[src/rtl/store_buffer.sv]
// Store buffer between execute and memory_unit: queues stores, forwards loads
// straight to the single memory port, and holds back loads that hit a pending word.
module store_buffer #(
    parameter int XLEN  = 32,
    parameter int DEPTH = 4
) (
    input  logic            clk,
    input  logic            rst,
    input  logic            req_valid,
    input  logic            req_we,
    input  logic [XLEN-1:0] req_addr,
    input  logic [XLEN-1:0] req_wd,
    input  logic [2:0]      req_ctrl,
    output logic            req_stall,
    output logic [XLEN-1:0] ld_data,
    output logic            ld_valid,
    output logic            mu_we,
    output logic [XLEN-1:0] mu_a,
    output logic [XLEN-1:0] mu_wd,
    output logic [2:0]      mu_ctrl,
    input  logic [XLEN-1:0] mu_rd,
    input  logic            mu_stall,
    output logic            empty
);
    localparam int PW = (DEPTH > 1) ? $clog2(DEPTH) : 1;
    localparam int CW = PW + 1;
    localparam logic [2:0] CTRL_IDLE = 3'b111;

    typedef enum logic [1:0] {
        S_IDLE    = 2'd0,
        S_ST_WAIT = 2'd1,
        S_LD_WAIT = 2'd2
    } state_t;

    state_t state_reg, state_next;

    logic [XLEN-1:0] addr_mem [DEPTH];
    logic [XLEN-1:0] wd_mem   [DEPTH];
    logic [2:0]      ctrl_mem [DEPTH];

    logic [PW-1:0] head_reg, tail_reg;
    logic [CW-1:0] count_reg;

    logic             is_load, is_store, full, enq, deq, conflict, load_stall;
    logic [DEPTH-1:0] match_vec;

    assign is_load  = req_valid & ~req_we;
    assign is_store = req_valid & req_we;
    assign full     = (count_reg == CW'(DEPTH));
    assign empty    = (count_reg == '0);
    assign enq      = is_store & ~full;

    // An entry is live when its distance from head is below the occupancy;
    // the compare ignores the byte offset so any B/H overlap within a word hits.
    generate
        for (genvar gi = 0; gi < DEPTH; gi++) begin : g_entry
            logic [PW-1:0] offset;
            assign offset        = PW'(gi) - head_reg;
            assign match_vec[gi] = ({1'b0, offset} < count_reg) &&
                                   (addr_mem[gi][XLEN-1:2] == req_addr[XLEN-1:2]);
        end
    endgenerate

    assign conflict = |match_vec;

    always_comb begin
        state_next = state_reg;
        deq        = 1'b0;
        ld_valid   = 1'b0;
        load_stall = 1'b0;
        mu_we      = 1'b0;
        mu_a       = '0;
        mu_wd      = '0;
        mu_ctrl    = CTRL_IDLE;
        req_stall  = 1'b0;

        case (state_reg)
            S_IDLE: begin
                if (is_load && !conflict) begin
                    mu_a    = req_addr;
                    mu_wd   = req_wd;
                    mu_ctrl = req_ctrl;
                    if (!mu_stall) begin
                        ld_valid = 1'b1;
                    end else begin
                        load_stall = 1'b1;
                        state_next = S_LD_WAIT;
                    end
                end else if (count_reg != '0) begin
                    mu_we   = 1'b1;
                    mu_a    = addr_mem[head_reg];
                    mu_wd   = wd_mem[head_reg];
                    mu_ctrl = ctrl_mem[head_reg];
                    if (!mu_stall) begin
                        deq = 1'b1;
                    end else begin
                        state_next = S_ST_WAIT;
                    end
                end
            end
            S_ST_WAIT: begin
                mu_we   = 1'b1;
                mu_a    = addr_mem[head_reg];
                mu_wd   = wd_mem[head_reg];
                mu_ctrl = ctrl_mem[head_reg];
                if (!mu_stall) begin
                    deq        = 1'b1;
                    state_next = S_IDLE;
                end
            end
            S_LD_WAIT: begin
                // The pipeline keeps req_* stable, so the port stays bit-stable too.
                mu_a    = req_addr;
                mu_wd   = req_wd;
                mu_ctrl = req_ctrl;
                if (!mu_stall) begin
                    ld_valid   = 1'b1;
                    state_next = S_IDLE;
                end else begin
                    load_stall = 1'b1;
                end
            end
            default: state_next = S_IDLE;
        endcase

        if (is_store) begin
            req_stall = full;
        end else if (is_load) begin
            req_stall = conflict | load_stall | (state_reg == S_ST_WAIT);
        end

        if (rst) begin
            state_next = S_IDLE;
            deq        = 1'b0;
            ld_valid   = 1'b0;
            req_stall  = 1'b0;
            mu_we      = 1'b0;
            mu_a       = '0;
            mu_wd      = '0;
            mu_ctrl    = CTRL_IDLE;
        end
    end

    assign ld_data = ld_valid ? mu_rd : '0;

    always_ff @(posedge clk) begin
        if (rst) begin
            state_reg <= S_IDLE;
            head_reg  <= '0;
            tail_reg  <= '0;
            count_reg <= '0;
        end else begin
            state_reg <= state_next;
            if (enq) begin
                tail_reg <= tail_reg + PW'(1);
            end
            if (deq) begin
                head_reg <= head_reg + PW'(1);
            end
            count_reg <= count_reg + CW'(enq) - CW'(deq);
        end
    end

    always_ff @(posedge clk) begin
        if (enq && !rst) begin
            addr_mem[tail_reg] <= req_addr;
            wd_mem[tail_reg]   <= req_wd;
            ctrl_mem[tail_reg] <= req_ctrl;
        end
    end

endmodule

[config.mk]
export PLATFORM = sky130hd
export DESIGN_NAME = store_buffer
export DESIGN_NICKNAME = d
export VERILOG_FILES = /design/src/rtl/store_buffer.sv
export SDC_FILE = /design/constraint.sdc
export NUM_CORES = 1
export LEC_CHECK = 0
export CAP_MARGIN = 20
export CORE_MARGIN = 2
export CORE_UTILIZATION = 53
export CTS_BUF_LIST = sky130_fd_sc_hd__clkbuf_16
export DETAILED_ROUTE_END_ITERATION = 7
export PLACE_DENSITY = 0.81
export SLEW_MARGIN = 20
export SYNTH_ARGS = -nofsm -noshare
export SYNTH_HDL_FRONTEND = slang
export SYNTH_SLANG_ARGS = --single-unit
[constraint.sdc]
create_clock -name clk -period 8.65 [get_ports clk]
set_clock_uncertainty 0.15 [all_clocks]
set_input_delay 1.2975 -clock clk [delete_from_list [all_inputs] [get_ports clk]]
set_output_delay 1.2975 -clock clk [all_outputs]
set_load 0.02 [all_outputs]
Word-level counts from Yosys, hierarchy flattened:

Memory sizes are Yosys's and may differ from the RTL's. A register that Yosys moved wholly into a read port is not among the register bits.
Index checks and enable logic that the tools add are counted.

* bits in registers: 9
* input bits: 104
* memories: 3
* logic and storage cells: 96
* RAM bits: 268
* output and inout port bits: 103

* order comparisons: 4
* add/sub/neg operators: 8
* eq/ne operators: 11
* bitwise operators: 7
* reduce and logical (&&, ||, !) cells: 14
* mux-type cells: 45

Memories
* addr_mem: words 4, width 32, read ports 5, clocked after Yosys merged registers in 1, wr ports 1, RTL line 37 `logic [XLEN-1:0] addr_mem [DEPTH];`
* wd_mem: words 4, width 32, read ports 1, clocked after Yosys merged registers in 1, wr ports 1, RTL line 38 `logic [XLEN-1:0] wd_mem [DEPTH];`
* ctrl_mem: words 4, width 3, read ports 1, clocked after Yosys merged registers in 1, wr ports 1, RTL line 39 `logic [2:0] ctrl_mem [DEPTH];`

Operators with widths (number)
* two-way mux 32 bit: 7
* case mux 32 bit (3 select lines): 2
* == test 30 bit: 4
* two-way mux 2 bit: 11
* two-way mux 1 bit: 16
* less-than comparator 2 x 3 -> 1 bit: 4
* two-way mux 3 bit: 3
* != test 3 bit, second input constant: 3
* case mux 3 bit (3 select lines): 1
* case mux 1 bit (2 select lines): 4
* logical AND 1 bit: 6
* adder 2 x 1 -> 2 bit, second input constant: 2
* case mux 2 bit (2 select lines): 1
* AND reduction 4 bit: 1
* OR reduction 4 bit: 1
* subtractor 1 x 2 -> 2 bit, first input constant: 2
* subtractor 2 bit, first input constant: 2
* adder 3 x 1 -> 3 bit: 1
* bitwise AND 1 bit: 3
* == test 3 bit, second input constant: 1
* zero test 3 bit: 1
* nonzero test 3 bit: 1
* subtractor 3 x 1 -> 3 bit: 1
* == test 2 x 1 -> 1 bit, second input constant: 1
* 7 further kinds: 10

Longest topological paths before layout:

* word-level depth: 13
* depth in mapped cells: 16
* mapped depth without buffers: 14

Worst setup path before layout:

Ideal clock, no wire load.

* path type: input port to output port
* start point: input req_addr[25]
* end point: output mu_a[30]
* path buffers: 2
* setup slack: 3898 ps
* stages: 9
* required time: 7203 ps
* arrival: 3304 ps
* cell sequence: buf_2 xor2_1 nor4_1 nand3_1 a2111oi_2 nor4_4 a41oi_4 buf_6 o221ai_1

* word-level cells in the longest chain between the ends: 8
* elaborated cells between the ends (all ways): 14
* those cells by class: eq/ne: 4; mux: 3; reduce/logical: 7

Ends and longest elaborated chain
* start: declaration: RTL line 11 `input logic [XLEN-1:0] req_addr,`
* == test 30 bit: RTL line 60 `(addr_mem[gi][XLEN-1:2] == req_addr[XLEN-1:2]);`
* logical AND 1 bit: RTL line 59 `assign match_vec[gi] = ({1'b0, offset} < count_reg) &&`
* OR reduction 4 bit (*): RTL line 64 `assign conflict = |match_vec;`
* zero test 1 bit (*): RTL line 79 `if (is_load && !conflict) begin`
* logical AND 1 bit (*): RTL line 79
* two-way mux 32 bit (*): RTL line 79
* case mux 32 bit (3 select lines) (*): RTL line 77 `case (state_reg)`
* two-way mux 32 bit (*): RTL line 132 `if (rst) begin`
* end: declaration: RTL line 18 `output logic [XLEN-1:0] mu_a,`

Every way passes the cells marked *; elsewhere a longest branch is shown, timed or not.

Worst setup path after layout:

* start point: input req_addr[31]
* end point: output mu_wd[21]

* word-level cells in the longest chain between the ends: 8
* elaborated cells between the ends (all ways): 14
* those cells by class: eq/ne: 4; mux: 3; reduce/logical: 7

Ends and longest elaborated chain
* == test 30 bit: RTL line 60
* logical AND 1 bit: RTL line 59
* OR reduction 4 bit (*): RTL line 64
* zero test 1 bit (*): RTL line 79
* logical AND 1 bit (*): RTL line 79
* two-way mux 32 bit (*): RTL line 79
* case mux 32 bit (3 select lines) (*): RTL line 77
* two-way mux 32 bit (*): RTL line 132
* end: declaration: RTL line 19 `output logic [XLEN-1:0] mu_wd,`

Marks and branches as above.

==> metrics list <==
- For this run, the leading register cell type out of synthesis is sky130_fd_sc_hd__edfxtp_1.
- Avg Synthesized Cell Area: ~12 um2
- For the worst setup path, the data required time is 7.20 ns.
- Slew at the pin with the worst max-slew slack: about 0.93 ns
- Of the total synthesized cell area, the portion taken by AND, OR, NAND and NOR gates is 0.0827.
* Buffers on Ports: about 200
- The routed design could run at a clock period as short as 6.63 ns.
- Final setup violation count: 0
- Starting DRT DRC Count: between 1000 and 1500
- By area, the combinational part of the netlist is dominated by compound AO/OA/AOI/OAI gates.
- Slowest cell on the critical path: sky130_fd_sc_hd__clkdlybuf4s50_1
* Vias in the first global route: approximately 10000
- Setup repair after global routing left no endpoint under its margin.
- Delay of the slowest cell on the worst path: 0.77 ns
- The number of antenna violations at the first check in global routing was 3.
- The final-report hold violation count came to 0.
- Post-CTS timing repair inserted 0 buffers for setup.
- The largest registers in the layout are addr_mem: 128 flops, wd_mem: 128 flops, ctrl_mem: 12 flops.
- Fill cells in the final layout number 1951.
- No sink is reached through more buffers than the 3 on the longest clock path.
* Initial cell density of the core: 0.540
- In this run the critical register-to-register path is captured at count_reg[2].
- Post-synthesis cell type count: 49
* Cells traversed along the worst timing path: clkdlybuf4s50_1 > xor2_1 > nor4_1 > nand4_1 > a2111oi_2 > or4_4 > buf_4 > o21ai_0 > o221ai_1 > clkdlybuf4s50_1
- The cell that appears most often on the critical path is sky130_fd_sc_hd__clkdlybuf4s50_1.
- The top cell types in the final layout, fill and taps aside, are sky130_fd_sc_hd__edfxtp_1 (268), sky130_fd_sc_hd__clkdlybuf4s50_1 (206), sky130_fd_sc_hd__nor2_1 (174).
- After floorplanning, the core was sized to cover approximately 27000 um2.
- The worst pin sits at a relative slew slack of 0.378.
- Pin count of the biggest net entering global routing: 87
- Antenna violation net count after detailed routing: 0
- Portion of the post-synthesis area used by sequential elements: 0.568
- At the end of the flow the core is filled with cells to 0.656.
- Die boundary width: around 170 um
- The final layout contains roughly 1500 nets.
- Total power after layout: between 4 and 5 mW
- CTS Root Buffer Type: sky130_fd_sc_hd__clkbuf_16
* HPWL after detailed placement: approximately 23000 um
* Worst path bufs/invs: 3
- CTS built an H-tree with a depth of 1.
- In this run the register-to-register setup slack is between 4 and 5 ns.
- Avg Vias per Cell: 5.95
- Critical setup path kind: input port to output port
- # DRC: 0
* Number of flip-flops and latches in the synthesized netlist: around 280
* Overall track demand over capacity in global routing: 0.250
* Area fraction in compound gates after synthesis: 0.107
- In this run, post-CTS repair resized a total of 0 instances.
- TritonCTS built the clock tree.
* Most common cell after layout, fill and taps aside: sky130_fd_sc_hd__edfxtp_1
* Die outline area: between 20000 and 30000 um2
- Slew Limit Fails: 0
* Xor and xnor fraction of the mapped netlist area: 0.0741
- Total of warnings raised by yosys: 0
- Count of max-cap constraint violations: 0
- Post-detailed-placement cell area: 16700 um2
- The clock reaches the later pin of the worst-skew pair after roughly 0.54 ns.
- Net Count, Synth: between 1000 and 1500
- The initialized floorplan defines 60 standard-cell rows.
- Number of iterations in the first detailed-routing pass: 5
- Mapped Cells: 1248
- Setup_tns: 0 ns
- Of all flip-flops after synthesis, the portion carrying an async set or reset was 0.
* Worst Min Path Start: state_reg[1]
- Crit. End Element: output port
- End of the worst hold path: state_reg[1]
* Path class of the lowest-slack min-delay path: register to register
* CTS clock-pin slew for the worst setup and hold paths: ~0.06 ns
- Fraction of layout instances using a drive strength above 1: 0.105
* Routed len/inst: around 21 um
- Data on the critical path arrives at its endpoint at between 5 and 6 ns.
* R2r startpoint: addr_mem[2][25]
- Result of the run: finished clean
- The floorplan step set the die height to around 170 um.
- For this run the aggregate overflow at the end of global routing stands at 0.
- The final layout contains routed wiring with a total length of between 30000 and 40000 um.
- GPL Wtd Cong: about 0.86
* Worst setup SP type: input port
- Quantity of hold-fixing buffers added after cts: 0
- Global-route wire length before repair: 55900 um
- Synthesized-area fraction occupied by adder cells: 0.0126
* Syn Std Cell Area: between 10000 and 15000 um2
- Antenna cell count: 0
- For this design the static power due to leakage is 5.97 nW.
- Number of cells traversed by the worst register-to-register path: 12
- Count of cells along the worst hold path: 2
- During I/O placement, the number of pins put on the boundary was around 210.
* Via count of the routed design: between 10000 and 15000
* Number of clock sinks: 279
- Final worst-path cycle share: 0.766
* Cell type group with the largest total delay on the critical path: buffers and inverters
* Max VDD drop: 0.138 mV
- Multiplexer share of the synthesized area: 0.100
- Number of CTS-inserted buffers: 29
- In this run, synthesis inferred between 200 and 300 flip-flops with an integrated enable.
- Signed area change from the synthesized netlist to the final layout: 21.5%
* Cell area after layout: between 15000 and 20000 um2
- F_max: ~150 MHz
- In this run the worst path has a maximum fanout of 53.
- In this run the power density over the cells is about 240 nW/um2.
-- report_power, final --
group | switching, mW | internal, mW
Clock | 0.512 | 0.761
Sequential | 0.0741 | 1.53
Combinational | 0.816 | 0.556
-- worst max path at each step --
stage                            start        end  slack, ns  depth (start not counted)
after floorplan           req_addr[25]   mu_a[30]       3.90                          9
after global placement    req_addr[31]  mu_wd[30]       1.74                         10
after detailed placement  req_addr[31]  mu_wd[16]       1.66                         10
after CTS                 req_addr[31]  mu_wd[16]       1.66                         10
after global routing      req_addr[27]  mu_wd[24]       1.79                         10
final                     req_addr[31]  mu_wd[21]       2.02                         10
-- stage by stage --
step | setup WS [ns] | cells | hold WS [ns]
after floorplan | 3.90 | 1248 | 0.354
after global placement | 1.74 | 1703 | 0.375
after detailed placement | 1.66 | 1703 | 0.393
after CTS | 1.66 | 1756 | 0.405
after global routing | 1.79 | 1756 | 0.441
final | 2.02 | 1756 | 0.406
-- synth_stat cells, types with 3 or more instances --
master                      number  area [um2]
sky130_fd_sc_hd__nor2_1        175         657
sky130_fd_sc_hd__nor4_1         20         125
sky130_fd_sc_hd__edfxtp_1      268        8050
sky130_fd_sc_hd__and2_1          6        37.5
sky130_fd_sc_hd__ha_1           13         163
sky130_fd_sc_hd__o21ai_0        62         310
sky130_fd_sc_hd__xor2_1         87         762
sky130_fd_sc_hd__o221ai_1       67         587
sky130_fd_sc_hd__a21oi_1        67         335
sky130_fd_sc_hd__mux4_2          3        67.6
sky130_fd_sc_hd__buf_1          10        37.5
sky130_fd_sc_hd__nand4_1        10        62.6
sky130_fd_sc_hd__nor2b_1         3        18.8
sky130_fd_sc_hd__buf_6           6        67.6
sky130_fd_sc_hd__nand2_1        42         158
sky130_fd_sc_hd__xnor2_1        36         315
sky130_fd_sc_hd__inv_1          80         300
sky130_fd_sc_hd__o211ai_1        7        52.6
sky130_fd_sc_hd__o2111ai_1       3        26.3
sky130_fd_sc_hd__o21ai_1         5        25.0
sky130_fd_sc_hd__mux2_2         64         721
sky130_fd_sc_hd__nor3_1          6        30.0
sky130_fd_sc_hd__mux2i_1        65         651
sky130_fd_sc_hd__clkbuf_1       57         214
sky130_fd_sc_hd__a221oi_1        4        35.0
sky130_fd_sc_hd__buf_2          33         165
sky130_fd_sc_hd__dfxtp_1        11         220
sky130_fd_sc_hd__nand3_1        10        50.1
-- cell families (layout without fill, tap and decap cells) --
group / after synthesis / after routing
AND/OR/NAND/NOR: 279 / 279
XOR/XNOR: 123 / 123
multiplexers: 134 / 134
AO/OA/AOI/OAI: 231 / 231
adder cells (fa/ha/maj): 14 / 14
flip-flops: 279 / 279
buffers and inverters: 188 / 355
-- area by class of cell --
class                   count  area, um2  share of cell area
well taps                 341        427              0.0241
clock inverters            24        258              0.0146
clock buffers              29        726              0.0411
repair buffers            221       2170               0.123
multi-input cells         781       5510               0.312
flip-flops and latches    279       8280               0.468
inverters                  81        304              0.0172
-- layer usage --
metal / track usage / up-vias / part of all wire
met3: 0.0492 / 73 / 0.091
li1: - / 4824 / -
met2: 0.425 / 522 / 0.48
met1: 0.325 / 5023 / 0.40
met4: 0.0751 / 6 / 0.025
met5: 0 / - / 0.0011
-- worst register-to-register path, stage by stage (launching register included) --
cell and delay, ns:
sky130_fd_sc_hd__edfxtp_1 0.42, sky130_fd_sc_hd__xor2_1 0.18, sky130_fd_sc_hd__nor4_1 0.47, sky130_fd_sc_hd__nand3_1 0.16, sky130_fd_sc_hd__a2111oi_2 0.47, sky130_fd_sc_hd__or4_4 0.67
sky130_fd_sc_hd__nor2_1 0.22, sky130_fd_sc_hd__o21ai_1 0.19, sky130_fd_sc_hd__ha_1 0.16, sky130_fd_sc_hd__inv_1 0.05, sky130_fd_sc_hd__fa_1 0.40, sky130_fd_sc_hd__xnor2_1 0.17
sky130_fd_sc_hd__nor2_1 0.05
(Power assumes the default switching activity.)
